--- src/rtl/decode_scoreboard_pkg.sv ---
// Shared definitions for the decode scoreboard: the per-stage entry record,
// the forward-select encoding for "use register file" and parameter defaults.
package decode_scoreboard_pkg;

  localparam int DEPTH_DEF    = 3;
  localparam int LOAD_LAT_DEF = 1;

  // Select value 0 means "no forward, read the register file";
  // k+1 means "forward from entry k".
  localparam int FWD_RF = 0;

  typedef struct packed {
    logic       valid;
    logic [4:0] waddr;
    logic       is_load;
  } sb_entry_t;

endpackage

--- src/rtl/decode_fwd_lookup.sv ---
// Operand lookup against the in-flight destination entries.
// Ports:
//   addr      source register of the operand
//   used      operand is actually read this cycle
//   entries   in-flight entries, index 0 = youngest
//   sel       0 = register file, k+1 = forward from entry k (ready match only)
//   not_ready operand is used and its youngest producer cannot forward yet
module decode_fwd_lookup
  import decode_scoreboard_pkg::*;
#(
  parameter int DEPTH    = DEPTH_DEF,
  parameter int LOAD_LAT = LOAD_LAT_DEF,
  parameter int SELW     = $clog2(DEPTH + 1)
) (
  input  logic [4:0]             addr,
  input  logic                   used,
  input  sb_entry_t [DEPTH-1:0]  entries,
  output logic [SELW-1:0]        sel,
  output logic                   not_ready
);

  logic found;

  // Scan young to old; the first hit shadows every older one, so an older
  // ready producer is never chosen over a younger not-ready one.
  always_comb begin
    sel       = SELW'(FWD_RF);
    not_ready = 1'b0;
    found     = 1'b0;
    for (int k = 0; k < DEPTH; k++) begin
      if (!found && entries[k].valid && (entries[k].waddr == addr) && (addr != 5'd0)) begin
        found = 1'b1;
        if (entries[k].is_load && (k < LOAD_LAT))
          not_ready = used;
        else
          sel = SELW'(k + 1);
      end
    end
  end

endmodule

--- src/rtl/decode_scoreboard.sv ---
// Decode-stage scoreboard: tracks destinations of the last DEPTH issued
// instructions, produces per-operand forward selects and a load-use stall.
// Ports:
//   clk, rst                 clock, synchronous active-high reset
//   issue_valid/we/waddr/is_load  instruction in decode and its destination
//   rs_addr/rt_addr, rs_used/rt_used  source operands
//   flush                    kill the instruction in decode
//   stall                    hold fetch/decode, insert a bubble
//   fwd_rs_sel/fwd_rt_sel    0 = register file, k+1 = forward from entry k
//   stall_count              saturating count of stall cycles
module decode_scoreboard
  import decode_scoreboard_pkg::*;
#(
  parameter int DEPTH    = DEPTH_DEF,
  parameter int LOAD_LAT = LOAD_LAT_DEF,
  parameter int SELW     = $clog2(DEPTH + 1)
) (
  input  logic            clk,
  input  logic            rst,
  input  logic            issue_valid,
  input  logic            issue_we,
  input  logic [4:0]      issue_waddr,
  input  logic            issue_is_load,
  input  logic [4:0]      rs_addr,
  input  logic [4:0]      rt_addr,
  input  logic            rs_used,
  input  logic            rt_used,
  input  logic            flush,
  output logic            stall,
  output logic [SELW-1:0] fwd_rs_sel,
  output logic [SELW-1:0] fwd_rt_sel,
  output logic [31:0]     stall_count
);

  sb_entry_t [DEPTH-1:0] entries_q;
  sb_entry_t             ent_new;
  logic                  rs_nr, rt_nr;
  logic [31:0]           cnt_q;

  decode_fwd_lookup #(.DEPTH(DEPTH), .LOAD_LAT(LOAD_LAT), .SELW(SELW)) u_rs (
    .addr      (rs_addr),
    .used      (rs_used),
    .entries   (entries_q),
    .sel       (fwd_rs_sel),
    .not_ready (rs_nr)
  );

  decode_fwd_lookup #(.DEPTH(DEPTH), .LOAD_LAT(LOAD_LAT), .SELW(SELW)) u_rt (
    .addr      (rt_addr),
    .used      (rt_used),
    .entries   (entries_q),
    .sel       (fwd_rt_sel),
    .not_ready (rt_nr)
  );

  // Flush overrides stall: a killed instruction has no hazard.
  assign stall = issue_valid & ~flush & (rs_nr | rt_nr);

  // Stalled, flushed, non-writing and $0-writing instructions all enter as
  // bubbles so nothing can ever match against them.
  always_comb begin
    ent_new.valid   = issue_valid & issue_we & ~stall & ~flush & (issue_waddr != 5'd0);
    ent_new.waddr   = issue_waddr;
    ent_new.is_load = issue_is_load;
  end

  always_ff @(posedge clk) begin
    if (rst) begin
      entries_q <= '0;
      cnt_q     <= '0;
    end else begin
      for (int k = 1; k < DEPTH; k++)
        entries_q[k] <= entries_q[k-1];
      entries_q[0] <= ent_new;
      if (stall && (cnt_q != 32'hFFFF_FFFF))
        cnt_q <= cnt_q + 32'd1;
    end
  end

  assign stall_count = cnt_q;

endmodule

--- config.mk ---
export PLATFORM = sky130hd
export DESIGN_NAME = decode_scoreboard
export DESIGN_NICKNAME = d
export VERILOG_FILES = /design/src/rtl/decode_scoreboard_pkg.sv /design/src/rtl/decode_fwd_lookup.sv /design/src/rtl/decode_scoreboard.sv
export SDC_FILE = /design/constraint.sdc
export NUM_CORES = 1
export LEC_CHECK = 0
export CAP_MARGIN = 20
export CORE_ASPECT_RATIO = 1.4
export CORE_MARGIN = 4
export CORE_UTILIZATION = 50
export CTS_CLUSTER_DIAMETER = 80
export CTS_CLUSTER_SIZE = 10
export DETAILED_ROUTE_END_ITERATION = 8
export GPL_TIMING_DRIVEN = 0
export PLACE_DENSITY = 0.81
export SYNTH_ARGS = -nofsm -noshare
export SYNTH_HDL_FRONTEND = slang
export SYNTH_HIERARCHICAL = 1
export SYNTH_SLANG_ARGS = --single-unit
--- constraint.sdc ---
create_clock -name clk -period 4.2 [get_ports clk]
set_clock_uncertainty 0.2 [all_clocks]
set_input_delay 0.84 -clock clk [delete_from_list [all_inputs] [get_ports clk]]
set_output_delay 0.84 -clock clk [all_outputs]
set_load 0.05 [all_outputs]
==> metrics.txt, run 1 <==
outcome=finished, final reports clean; Clock Latency Late Sink=0.31 ns; Finished Layout Cells=434; hpwl dp=5.59 mm; final setup fails=0; Pre-antenna DRT Iters=4; RSZ-0062 raised after global routing=false; Slew Viols, Final=0; CTS tree=yes; crit path time final=4.16 ns; TNS Setup=0 ns; syn nets=326; Cell Area, Placed=3340 µm²; Initial Util=51.5%; IO Pins=60; most frequent cells in the layout=53 x clkdlybuf4s50_1, 51 x dfxtp_1, 26 x a21oi_1; Core Box Area=5200 µm²; maxcap violations=0; initial antenna violation count=0; fillers=471; type of the most critical hold path=flip-flop to flip-flop; Hold-fix buffers, CTS=0; Tcrit/Tclk final=99.0%; die area=6600 µm²; largest net degree at the start of global routing=17; Cell Rows=31; Die Y=94.6 µm; flop2flop setup slack=1.16 ns; WP data required=3.16 ns; total gr overflow=0; diode count=0; drt via density=5.91; most common cell after layout, fill and taps aside=clkdlybuf4s50_1; top achievable clock speed=0.241 GHz; Netlist Area Pre-Place=2680 µm²; Setup crit end kind=output port; DRC errors left=0; Sequential Area=1020 µm²; Bufs on Longest Clock Path=2; kind of critical path=input port to output port; Final #Nets=391; drt initial violations=81; Post-DRT Antenna Nets=0; CTS sink cnt=51; Setup crit start kind=input port; Total GRT Usage=21.8%; die width=69.8 µm; Yosys Warn Count=6; first-pass GRT wire length=11.7 mm; WP data arrival=3.12 ns; layout cell share with drive strength beyond 1=7.61%; CTS clk-pin slew, worst paths=0.10 ns; vias in the first global route=2525; Worst Path Max Fanout=4; Syn Inst Count=302; placed cells=426; Synth-to-Final Area Change=29.5%; Worst slew margin=48.7%; vias post-DR=2567; worst slew pin tran=0.750 ns; final cell area excluding filler cells=3470 µm²; gp weighted congestion=0.889; drt wl/cell=16.5 µm; leakage=1.14 nW; PortBufs=58; Num CTS Buffers=5; Routed WL=7.18 mm; H-tree levels=2; Pwr Density=282 nW/µm²; Peak VDD IR=0.223 mV; Multi-input gate area=1590 µm²; syn avg cell area=8.86 µm²; endpoints failing hold=0; Clock Tree Root=clkbuf_8
-- metal layers --
metal / wire length [µm] / track usage (%) / vias to the layer above
li1: - / - / 1249
met1: 2740 / 22.5 / 1219
met2: 3920 / 42.8 / 82
met3: 309 / 4.26 / 17
met4: 200 / 7.99 / 0
met5: 0 / 0 / -
-- metrics by stage --
step                      total power, mW  hold slack, ns  worst slack, ns  util [%]
after global routing                 1.01           0.320          0.00110      66.7
after floorplan                     0.545           0.259            0.908         -
after detailed placement            0.584           0.283           -0.277      64.3
final                               0.977           0.298           0.0426      66.7
after global placement              0.582           0.270           -0.254      64.3
after CTS                           0.983           0.301          0.00124      66.8
-- final timing paths --
check	startpoint	end	cells past startpoint
max	rs_addr[0]	fwd_rs_sel[0]	6
min	entries_q[13]	entries_q[20]	1
max reg2reg	entries_q[5]	stall_count[27]	9
min reg2reg	entries_q[13]	entries_q[20]	1
-- state kept, by name, indices dropped and copies added (netlist names) --
name / flops
entries_q: 19
stall_count: 32
-- timing repair --
action                                 in CTS  in global routing
endpoints found under the hold margin       0                  0
buffers inserted                            0                  0
setup endpoints to repair                   5                  1
gates resized for setup                     6                  1
-- layout make-up --
| type | instances | area share, % |
|---|---|---|
| Inverter | 2 | 0.217 |
| Timing Repair Buffer | 58 | 16.5 |
| Clock buffer | 5 | 1.99 |
| Buffer | 11 | 1.55 |
| Sequential cell | 51 | 29.5 |
| Clock inverter | 3 | 1.95 |
| Tap cell | 66 | 2.38 |
| Multi-Input combinational cell | 238 | 46.0 |
-- worst max-delay path: stages --
cell and delay (ns):
clkdlybuf4s50_1 0.53, xor2_1 0.21, nor4_1 0.59, o2111ai_1 0.23, mux2i_1 0.17, dlygate4sd2_1 0.54
-- power breakdown --
part	total [mW]	internal [mW]	switching [mW]
clock	0.404	0.238	0.166
combinational	0.0758	0.0391	0.0367
sequential	0.497	0.490	0.00676
No activity file was read; power rests on OpenSTA's default activity.
==> run 2: changes to the inputs <==
- clock period: 4.2 -> 4.6 ns (I/O delays scaled with it)
==> metrics.txt, run 2 (synthesized netlist as in run 1, its figures left out) <==
outcome=finished, final reports clean; Cell Area, Placed=3340 µm² (unchanged); Placement Setup Slack=-0.0373 ns (+0.240 ns); Bufs on Longest Clock Path=2 (unchanged); RSZ-0062 raised after global routing=false; Setup crit end kind=output port; drt wl/cell=16.6 µm (+0.28%); Peak VDD IR=0.203 mV (-8.7%); Net Sw Frac=21.5% (about the same); Final #Nets=391 (unchanged); die area=6600 µm² (unchanged); crit path time final=4.52 ns; final setup fails=0 (unchanged); Synth-to-Final Area Change=30.0%; Clock Latency Late Sink=0.31 ns (about the same); H-tree levels=2 (unchanged); Clock Tree Root=clkbuf_8; reg2reg end=stall_count[27]; Pint=0.700 mW (-8.7%); Total GRT Usage=21.8% (unchanged); Core Box Area=5200 µm² (unchanged); Setup crit start kind=input port; worst reg-to-reg path cell count=9 (unchanged); Pre-antenna DRT Iters=5 (+1); total power=0.892 mW (-8.7%); Worst slew margin=48.7% (about the same); CTS sink cnt=51 (unchanged); CTS tree=yes; initial antenna violation count=0 (unchanged); worst slew pin tran=0.750 ns (+0.0000213 ns); Slew Viols, Final=0 (unchanged); largest net degree at the start of global routing=17 (unchanged); Worst Path Max Fanout=4 (unchanged); type of the most critical hold path=flip-flop to flip-flop; drt initial violations=73 (-9.9%); clock share of power=41.4% (about the same); Die Y=94.6 µm (unchanged); kind of critical path=input port to output port; Routed WL=7.20 mm (+0.28%); Initial Util=51.5% (unchanged); PostCTS Resize Cnt=1 (-5); most common cell after layout, fill and taps aside=clkdlybuf4s50_1; drt via density=5.92 (about the same); IO Pins=60 (unchanged); Cell Rows=31 (unchanged); WP data arrival=3.40 ns (+0.28 ns); vias post-DR=2568 (+0.039%); maxcap violations=0 (unchanged); gp weighted congestion=0.889 (unchanged); Hold-fix buffers, CTS=0 (unchanged); Pwr Density=256 nW/µm² (-9.0%); Num CTS Buffers=5 (unchanged); final cell area excluding filler cells=3480 µm² (+0.40%); Tcrit/Tclk final=98.2%; endpoints failing hold=0 (unchanged); CTS clk-pin slew, worst paths=0.10 ns (about the same); worst hold path cell count=1 (unchanged); Flop pwr share=50.9% (about the same); HP Start=entries_q[13]; max reg flops=32 (unchanged); flop2flop setup slack=1.55 ns (+0.39 ns); vias in the first global route=2525 (unchanged); leakage=1.16 nW (+1.9%); PortBufs=58 (unchanged); Reg-to-Reg Start=entries_q[5]; DRC errors left=0 (unchanged); WP data required=3.48 ns (+0.32 ns); Switch Pwr=0.192 mW (-8.7%); diode count=0 (unchanged); PnR worst setup slack=0.0838 ns (+0.0413 ns); total gr overflow=0 (unchanged); hpwl dp=5.59 mm (unchanged); setup bufs post-CTS=0 (unchanged); combinational share of power=7.8% (about the same); Finished Layout Cells=434 (unchanged); die width=69.8 µm (unchanged); most frequent cells in the layout=55 x clkdlybuf4s50_1, 51 x dfxtp_1, 26 x a21oi_1; TNS Setup=0 ns (unchanged); first-pass GRT wire length=11.7 mm (unchanged); WHS=0.297 ns (-0.000313 ns); top achievable clock speed=0.221 GHz; placed cells=426 (unchanged); fillers=468 (-0.64%); fin util=66.9% (+0.26 points); Hold EP=entries_q[20]; Post-DRT Antenna Nets=0 (unchanged); layout cell share with drive strength beyond 1=7.34% (-0.27 points)
==> run 2: cell count changes in the layout (fill, tap and decap cells not counted) <==
cell	before	now
clkdlybuf4s50_1	53	55
dlygate4sd2_1	4	1
dlymetal6s2s_1	0	2
clkbuf_2	1	0
==> run 2: power groups by stage <==
| stage | registers [mW] | clock network, mW | logic [mW] |
|---|---|---|---|
| detailed placement | 0.464 | 0 | 0.0688 |
| floorplan | 0.462 | 0 | 0.0355 |
| global route | 0.455 | 0.394 | 0.0745 |
| CTS | 0.454 | 0.374 | 0.0694 |
| global placement | 0.464 | 0 | 0.0674 |
| finish | 0.454 | 0.369 | 0.0694 |
==> run 2: worst max-delay path by stage <==
stage                    start            end  slack, ns
global placement    rt_addr[0]          stall      -0.01
finish              rs_addr[0]  fwd_rs_sel[1]       0.08
detailed placement  rt_addr[0]          stall      -0.04
CTS                 rs_addr[0]  fwd_rs_sel[0]       0.02
floorplan           rs_addr[0]  fwd_rs_sel[0]       1.15
global route        rs_addr[0]  fwd_rs_sel[1]       0.05
==> run 2: worst max-delay path, stage by stage <==
cell and delay [ns]:
clkdlybuf4s50_1 0.53, xor2_1 0.21, nor4_1 0.60, nand3_1 0.15, a21oi_1 0.17, clkdlybuf4s50_1 0.82
==> run 2: final cells by class <==
type                    instances  area, µm²  share of cell area (%)
flip-flops and latches         51       1020                    29.3
clock buffers                   5       68.8                    1.98
plain buffers                  11       53.8                    1.55
inverters                       2       7.51                   0.216
repair buffers                 58        584                    16.8
well taps                      66       82.6                    2.37
clock inverters                 3       67.6                    1.94
multi-input cells             238       1590                    45.8
==> run 2: routing by layer <==
metal  up-vias  global-route usage [%]  routed length [µm]
met3        17                    4.26                 314
met2        86                    42.8                3930
met4         0                    7.99                 200
met5         -                       0                   0
li1       1249                       -                   -
met1      1216                    22.5                2750
==> run 3: changes to the inputs <==
- CORE_UTILIZATION: 50 -> 51
- PLACE_DENSITY: 0.81 -> 0.82
- SKIP_LAST_GASP: not set -> 1
==> metrics.txt, run 3 (synthesized netlist as in run 1, its figures left out) <==
type of the most critical hold path=flip-flop to flip-flop; M2 GR Usage=45.1% (+2.3 points); Tcrit/Tclk final=96.1% (-2.1 points); Clock Tree Root=clkbuf_8; Pwr Density=255 nW/µm² (-0.33%); combinational share of power=8.0% (+0.2 points); RSZ-0062 raised after global routing=false; Routed WL=7.40 mm (+2.8%); Peak VDD IR=0.175 mV (-14%); Sequential Area=1020 µm² (unchanged); DRC errors left=0 (unchanged); top achievable clock speed=0.226 GHz (+2.2%); fillers=427 (-8.8%); diode count=0 (unchanged); Post-DRT Antenna Nets=0 (unchanged); TNS Setup=0 ns (unchanged); WP data arrival=3.30 ns (-0.10 ns); Core Box Area=4950 µm² (-4.7%); kind of critical path=input port to output port; first-pass GRT wire length=12.2 mm (+4.1%); met1 usage in global routing=23.7% (+1.2 points); endpoints failing hold=0 (unchanged); total gr overflow=0 (unchanged); Synth-to-Final Area Change=29.9% (about the same); Initial Util=54.0% (+2.5 points); met3 GRT Util=5.14% (+0.88 points); Cell Rows=30 (-3.2%); die area=6490 µm² (-1.8%); Most Crowded Layer GR=met2; IO Pins=60 (unchanged); vias post-DR=2574 (+0.23%); setup bufs post-CTS=0 (unchanged); CTS tree=yes; Final #Nets=391 (unchanged); Setup crit end kind=output port; layout cell share with drive strength beyond 1=7.34% (unchanged); Total GRT Usage=23.2% (+1.5 points); drt via density=5.96 (+0.70%); final setup fails=0 (unchanged); Bufs on Longest Clock Path=2 (unchanged); Setup crit start kind=input port; WHS=0.283 ns (-0.0149 ns); Clock Latency Late Sink=0.31 ns (about the same); die width=69.2 µm (-0.87%); hpwl dp=5.58 mm (-0.13%); drt wl/cell=17.1 µm (+3.3%); placed cells=424 (-0.47%); most frequent cells in the layout=56 x clkdlybuf4s50_1, 51 x dfxtp_1, 26 x a21oi_1; clock share of power=40.9% (-0.5 points); Net Sw Frac=21.1% (-0.37 points); drt initial violations=102 (+40%); worst slew pin tran=0.763 ns (+0.0135 ns); Worst Path Max Fanout=4 (unchanged); Multi-input gate area=1600 µm² (+0.39%); Flop pwr share=51.1% (+0.2 points); most common cell after layout, fill and taps aside=clkdlybuf4s50_1; outcome=finished, final reports clean; WP data required=3.48 ns (about the same); Pint=0.701 mW (about the same); max reg flops=32 (unchanged); maxcap violations=0 (unchanged); gp weighted congestion=0.851 (-4.3%); CTS sink cnt=51 (unchanged); Num CTS Buffers=5 (unchanged); H-tree levels=2 (unchanged); CTS clk-pin slew, worst paths=0.09 ns (about the same); leakage=1.14 nW (-1.5%); largest net degree at the start of global routing=16 (-1); crit path time final=4.42 ns (-0.0958 ns); Slew Viols, Final=0 (unchanged); Finished Layout Cells=432 (-0.46%); PortBufs=58 (unchanged); Switch Pwr=0.188 mW (-2.1%); Worst slew margin=47.8% (-0.93 points); Die Y=93.7 µm (-0.90%); initial antenna violation count=0 (unchanged); vias in the first global route=2554 (+1.1%); Pre-antenna DRT Iters=4 (-1)
==> run 3: metrics by stage <==
step           utilization (%)  worst slack, ns  power [mW]  instance area [µm²]
6_report                  70.2            0.180       0.888                 3480
5_1_grt                   70.2           0.0464       0.913                 3480
4_1_cts                   70.0           0.0817       0.893                 3470
3_5_place_dp              67.3      -0.00000977       0.534                 3340
3_3_place_gp              67.3           0.0225       0.532                 3340
2_1_floorplan                -             1.15       0.498                 2680
==> run 3: metal layers <==
metal	vias up	share of wire [%]
met5	-	0
met4	0	3.0
met3	18	4.1
met2	71	55
met1	1239	38
li1	1246	-
==> run 3: layout make-up <==
type                       instances  area share, %
inverter                           2          0.216
tap                               64           2.30
buffer                            11           1.55
sequential                        51           29.4
timing repair buffer              58           16.7
clock inverter                     2           1.73
multi-input combinational        238           46.0
clock buffer                       6           2.09
==> run 3: critical path: stages <==
cell	delay [ns]
clkdlybuf4s50_1	0.53
xor2_1	0.23
nor4_2	0.45
o2111ai_1	0.19
mux2i_1	0.15
clkdlybuf4s50_1	0.82
==> run 3: worst paths after layout <==
check | startpoint | slack, ns | cells after the start | to
worst min register to register | entries_q[13] | 0.28 | 1 | entries_q[20]
worst max-delay path | rs_addr[0] | 0.18 | 6 | fwd_rs_sel[0]
worst max register to register | entries_q[5] | 1.52 | 9 | stall_count[29]
worst min-delay path | entries_q[13] | 0.28 | 1 | entries_q[20]
==> run 3: power groups by stage <==
stage	clock network (mW)	registers [mW]	logic, mW
2_1_floorplan	0	0.462	0.0355
3_3_place_gp	0	0.464	0.0679
3_5_place_dp	0	0.464	0.0695
4_1_cts	0.369	0.454	0.0702
5_1_grt	0.383	0.455	0.0764
6_report	0.364	0.454	0.0709
==> run 3: timing repair <==
item                       CTS  global route
hold buffers                 0             0
setup endpoints to repair    1             2
resized for setup            1             2
